## config.mk

```make
export PLATFORM = sky130hd
export DESIGN_NAME = prio_write_support
export DESIGN_NICKNAME = d
export VERILOG_FILES = /design/src/rtl/prio_write_support_pkg.sv /design/src/rtl/prio_write_support_wr_slot_cntr.sv /design/src/rtl/prio_write_support.sv
export SDC_FILE = /design/constraint.sdc
export NUM_CORES = 1
export LEC_CHECK = 0
export CAP_MARGIN = 20
export CORE_UTILIZATION = 41
export DETAILED_ROUTE_END_ITERATION = 12
export GPL_ROUTABILITY_DRIVEN = 0
export PLACE_DENSITY = 0.82
export SLEW_MARGIN = 10
export SYNTH_ARGS = -nofsm -noshare
export SYNTH_HDL_FRONTEND = slang
export SYNTH_HIERARCHICAL = 1
export SYNTH_SLANG_ARGS = --single-unit
export TNS_END_PERCENT = 20
```

## constraint.sdc

```tcl
create_clock -name clk -period 2.05 [get_ports clk]
set_clock_uncertainty 0.15 [all_clocks]
set_input_delay 0.205 -clock clk [delete_from_list [all_inputs] [get_ports clk]]
set_output_delay 0.205 -clock clk [all_outputs]
set_load 0.05 [all_outputs]
```

## src/rtl/prio_write_support_pkg.sv

```systemverilog
// Shared widths and helpers for the paged-memory write side of the priority-encoder readout.
// The item count is fixed at 6 bits and saturates at its all-ones value.
package prio_write_support_pkg;

    localparam int MEM_SIZE_DEF   = 6;
    localparam int NPAGE_BITS_DEF = 3;
    localparam int DATA_WIDTH_DEF = 36;
    localparam int CNT_W          = 6;

    localparam logic [CNT_W-1:0] CNT_MAX = '1;

    function automatic logic cnt_is_full(input logic [CNT_W-1:0] v);
        return (v == CNT_MAX);
    endfunction

endpackage

```

## src/rtl/prio_write_support_wr_slot_cntr.sv

```systemverilog
// Saturating item counter: clear restarts the count (optionally counting the current item),
// increment stops at all-ones and reports whether the current item may be accepted.
module prio_write_support_wr_slot_cntr
    import prio_write_support_pkg::*;
(
    input  logic             clk,
    input  logic             reset,
    input  logic             i_clr,
    input  logic             i_inc,
    output logic [CNT_W-1:0] o_cnt,
    output logic             o_sat,
    output logic             o_accept
);

    logic [CNT_W-1:0] r_cnt;
    logic             w_sat;

    assign w_sat    = cnt_is_full(r_cnt);
    assign o_cnt    = r_cnt;
    assign o_sat    = w_sat;
    // A clear reopens the count, so an item arriving with it is always accepted.
    assign o_accept = i_inc && (i_clr || !w_sat);

    always_ff @(posedge clk or posedge reset) begin
        if (reset) begin
            r_cnt <= '0;
        end else if (i_clr) begin
            r_cnt <= CNT_W'(i_inc);
        end else if (i_inc && !w_sat) begin
            r_cnt <= r_cnt + 1'b1;
        end
    end

endmodule

```

## src/rtl/prio_write_support.sv

```systemverilog
// Writes one crossing's items to consecutive slots of the current memory page and, on each
// start strobe, reports the closed page's item count, page number and overflow flag.
module prio_write_support
    import prio_write_support_pkg::*;
#(
    parameter int MEM_SIZE   = MEM_SIZE_DEF,
    parameter int NPAGE_BITS = NPAGE_BITS_DEF,
    parameter int DATA_WIDTH = DATA_WIDTH_DEF
) (
    input  logic                           clk,
    input  logic                           reset,
    input  logic                           start,
    input  logic [DATA_WIDTH-1:0]          din,
    input  logic                           din_valid,
    output logic                           wr_en,
    output logic [NPAGE_BITS+MEM_SIZE-1:0] wr_addr,
    output logic [DATA_WIDTH-1:0]          wr_data,
    output logic [CNT_W-1:0]               count_out,
    output logic [NPAGE_BITS-1:0]          count_page,
    output logic                           count_valid,
    output logic                           overflow
);

    logic [NPAGE_BITS-1:0] r_page;
    logic [MEM_SIZE-1:0]   r_slot;
    logic                  r_ovf;

    logic [CNT_W-1:0]      w_item_cntr;
    logic                  w_sat;
    logic                  w_accept;
    logic [NPAGE_BITS-1:0] w_next_page;
    logic [NPAGE_BITS-1:0] w_wr_page;
    logic [MEM_SIZE-1:0]   w_wr_slot;

    prio_write_support_wr_slot_cntr u_item_cntr (
        .clk      (clk),
        .reset    (reset),
        .i_clr    (start),
        .i_inc    (din_valid),
        .o_cnt    (w_item_cntr),
        .o_sat    (w_sat),
        .o_accept (w_accept)
    );

    assign w_next_page = r_page + 1'b1;
    // An item coinciding with start belongs to the page being opened, at its first slot.
    assign w_wr_page   = start ? w_next_page : r_page;
    assign w_wr_slot   = start ? '0 : r_slot;

    always_ff @(posedge clk or posedge reset) begin
        if (reset) begin
            r_page      <= '0;
            r_slot      <= '0;
            r_ovf       <= 1'b0;
            wr_en       <= 1'b0;
            wr_addr     <= '0;
            wr_data     <= '0;
            count_out   <= '0;
            count_page  <= '0;
            count_valid <= 1'b0;
            overflow    <= 1'b0;
        end else begin
            wr_en       <= w_accept;
            count_valid <= start;
            if (w_accept) begin
                wr_addr <= {w_wr_page, w_wr_slot};
                wr_data <= din;
            end
            if (start) begin
                count_out  <= w_item_cntr;
                count_page <= r_page;
                overflow   <= r_ovf;
                r_page     <= w_next_page;
                r_slot     <= MEM_SIZE'(w_accept);
                r_ovf      <= 1'b0;
            end else begin
                if (w_accept) begin
                    r_slot <= r_slot + 1'b1;
                end
                if (din_valid && w_sat) begin
                    r_ovf <= 1'b1;
                end
            end
        end
    end

endmodule
```

==> metrics.md <==
| Metric | Value |
|---|---|
| DRT Pass-1 Iters | 4 |
| DP Wirelength | 3.95 mm |
| Clk Latency, worst-skew pair | 0.33 ns |
| Worst Setup SP | u_item_cntr/o_cnt[0] |
| Total grt overflow | 0 |
| Yosys top cell by area | dfrtp_1 |
| CP Data Arrival Time | 1.99 ns |
| Static leakage | 1.82 nW |
| Worst Reg-to-Reg Cells | 7 |
| Final setup fails | 0 |
| Sw frac | 0.324 |
| Initial antenna violation count | 0 |
| Area taken by multi-input logic gates | 988 sq um |
| DR WL/cell | 13.9 um |
| Total power | 0.00430 W |
| Commonest cells in the netlist | dfrtp_1 (73), mux2_2 (51), inv_1 (10) |
| Post-synth EDFFs | 0 |
| Final Core Density | 0.627 |
| Hold/Removal Path Class | in2reg |
| Startpoint Class | flip-flop |
| Clock-pin slew on the worst setup and hold paths | 0.08 ns |
| Sum Neg Setup Slack | 0 ns |
| Slew margin rel. | 0.641 |
| RSZ-0062 raised after global routing | no |
| Slowest cell on the critical path | dfrtp_1 |
| Final ANT Viol Nets | 0 |
| Clock power frac | 0.294 |
| Syn Nets | 246 |
| Antenna diode count | 0 |
| Main synth FF type | dfrtp_1 |
| Remaining DRCs | 0 |
| Fmax | 519 MHz |
| Row count | 30 |
| Final instance area | 0.00426 sq mm |
| Cell count after synthesis | 203 |
| Ports | 97 |
| Crit path time final | 1.93 ns |
| Reg2Reg Launch Point | u_item_cntr/o_cnt[0] |
| Number of global-route vias before repair | 1,959 |
| Syn Area/Cell | 14.3 sq um |
| YS warnings | 6 |
| CP endpoint | wr_addr[3] |
| Area delta synth->final | 47.0% |
| CP Cell Sequence | ha_2 > nand2_2 > o31a_2 > buf_12 > nor2b_1 > nand2_1 > o21ai_0 |
| Worst R2R End | wr_addr[3] |
| Vias per Instance | 4.79 |
| Register area | 0.00183 sq mm |
| CTS tree | done |
| Critical path endpoint category | flip-flop |
| Clk root buf | clkbuf_8 |
| # fillers | 513 |
| Sw Pwr | 0.00140 W |
| CTS Buf Count | 9 |
| Final wirelength | 5.73 mm |
| Sequential fraction of the synthesis area | 0.631 |
| Synth top area cells | dfrtp_1 (63%), mux2_2 (20%), buf_2 (1.4%) |
| Via count | 1,969 |
| Final #Nets | 353 |
| GRT Overall Usage | 0.168 |
| Share of the synthesized area in the top cell type | 0.631 |
| Total die area | 0.00740 sq mm |
| Final hold viol count | 0 |
| Worst slew pin tran | 0.537 ns |
| Peak supply drop | 538 uV |
| Status | complete, no violations |
| Initial cell density of the core | 0.426 |
| Most frequent cell after synthesis | dfrtp_1 |
| H-Tree Depth | 3 |
| Power Dens Cells | 1010 mW/mm^2 |
| IO buf count | 96 |
| Crit Path Class | reg2reg |
| Final Cycle Share | 0.940 |
| Die Span X | 86.1 um |
| Clk sinks | 73 |
| Register share of total power | 0.408 |
| Fraction of layout cells with a size suffix above 1 | 0.257 |
| Iter 0 DRT Violations | 60 |
| Synth Cell Area | 0.00290 sq mm |
| Flops & latches, synth | 73 |
| Cell-internal power | 0.00291 W |
| Placed Area | 0.00401 sq mm |
| Max clock buf depth | 2 |
| R2R setup slack | 0.12 ns |
| Crit-path max FO | 27 |
| Global-route wire length before repair | 9.55 mm |
| Pin count of the biggest net entering global routing | 68 |
| Combinational power share | 0.298 |
| Critical Path RT | 2.11 ns |
| Core Region | 0.00679 sq mm |
| Post-synth ARST share | 1.00 |
| Distinct cells, synth | 35 |
| Hold_sp | din[15] |
| Crit-path max cell delay | 0.42 ns |
| Max-slew violations | 0 |
| Chip height | 86.1 um |
| Maxcap violations | 0 |
==> flip-flops by register name (all words and copies together), names as in the netlist <==
register	count
wr_data	36
overflow	1
u_item_cntr/o_cnt	6
wr_addr	9
count_valid	1
r_page	3
r_slot	6
count_page	3
r_ovf	1
count_out	6
wr_en	1
==> stage by stage <==
stage	instances	hold slack [ns]	worst slack, ns
after global placement	393	0.327	0.182
after detailed placement	393	0.338	0.142
after global routing	411	0.317	0.00147
final	411	0.327	0.124
after CTS	410	0.314	0.104
after floorplan	203	-0.154	0.0118
==> worst max-delay path: cells and delay by family, from the launching register on <==
family                   cells  cell delay (ns)
buffers and inverters        1             0.18
flip-flops                   1             0.42
AO/OA/AOI/OAI                2             0.47
adder cells (fa/ha/maj)      1             0.24
AND/OR/NAND/NOR              3             0.35
==> what timing repair did <==
item,4_1_cts,5_1_grt
resized for setup,0,1
setup endpoints to repair,0,3
setup buffers,0,1
hold buffers,1,0
endpoints found under the hold margin,6,0
==> kinds of logic after synthesis <==
kind of cell,share of synthesized area
muxes,0.205
adders and majority gates,0.0130
and+or+nand+nor,0.0600
DFF,0.631
AOI/OAI and AO/OA,0.0436
buffers and inverters,0.0294
xor gates and xnor gates,0.0181
==> how the worst min path moves through the flow <==
stage                                      end  slack, ns  cells after the start
final                              wr_data[15]       0.33                      2
after detailed placement             r_page[2]       0.34                      1
after global placement               r_page[2]       0.33                      1
after CTS                          wr_data[34]       0.31                      2
after global routing               wr_data[11]       0.32                      2
after floorplan           u_item_cntr/o_cnt[0]      -0.15                      1
==> routing by layer <==
| layer | share of wire | GRT usage | vias to the layer above |
|---|---|---|---|
| met1 | 0.43 | 0.222 | 975 |
| met4 | 0.013 | 0.0712 | 0 |
| met2 | 0.50 | 0.265 | 60 |
| met3 | 0.051 | 0.0423 | 7 |
| li1 | - | - | 927 |
| met5 | 0 | 0 | - |
==> layout by cell type, fill, tap and decap left out, types with 2 or more instances in the layout <==
master            n
dfrtp_1          73
o21ai_0           5
clkinvlp_4        2
nor2_1            6
buf_12            2
clkdlybuf4s50_1  96
a21oi_1           3
xnor2_1           2
inv_1             9
mux2i_1           2
clkbuf_8         11
nand2_1           8
buf_4             6
nor2b_1           4
nand4_1           2
a311oi_1          2
ha_1              2
mux2_2           51
bufinv_16         2
xor2_1            4
==> cell type report <==
| type | count | area share |
|---|---|---|
| inverters | 10 | 0.00881 |
| multi-input cells | 111 | 0.232 |
| flip-flops and latches | 73 | 0.429 |
| clock inverters | 4 | 0.0176 |
| well taps | 96 | 0.0282 |
| repair buffers | 105 | 0.248 |
| clock buffers | 12 | 0.0364 |
==> power by group through the flow <==
stage                     clock, W  combinational, W  sequential [W]
after floorplan                  0          0.000294         0.00231
after global placement           0           0.00127         0.00178
after detailed placement         0           0.00129         0.00179
after CTS                  0.00130           0.00129         0.00176
after global routing       0.00137           0.00136         0.00179
final                      0.00126           0.00128         0.00176
Note: power is estimated with default switching activity, not from simulation.
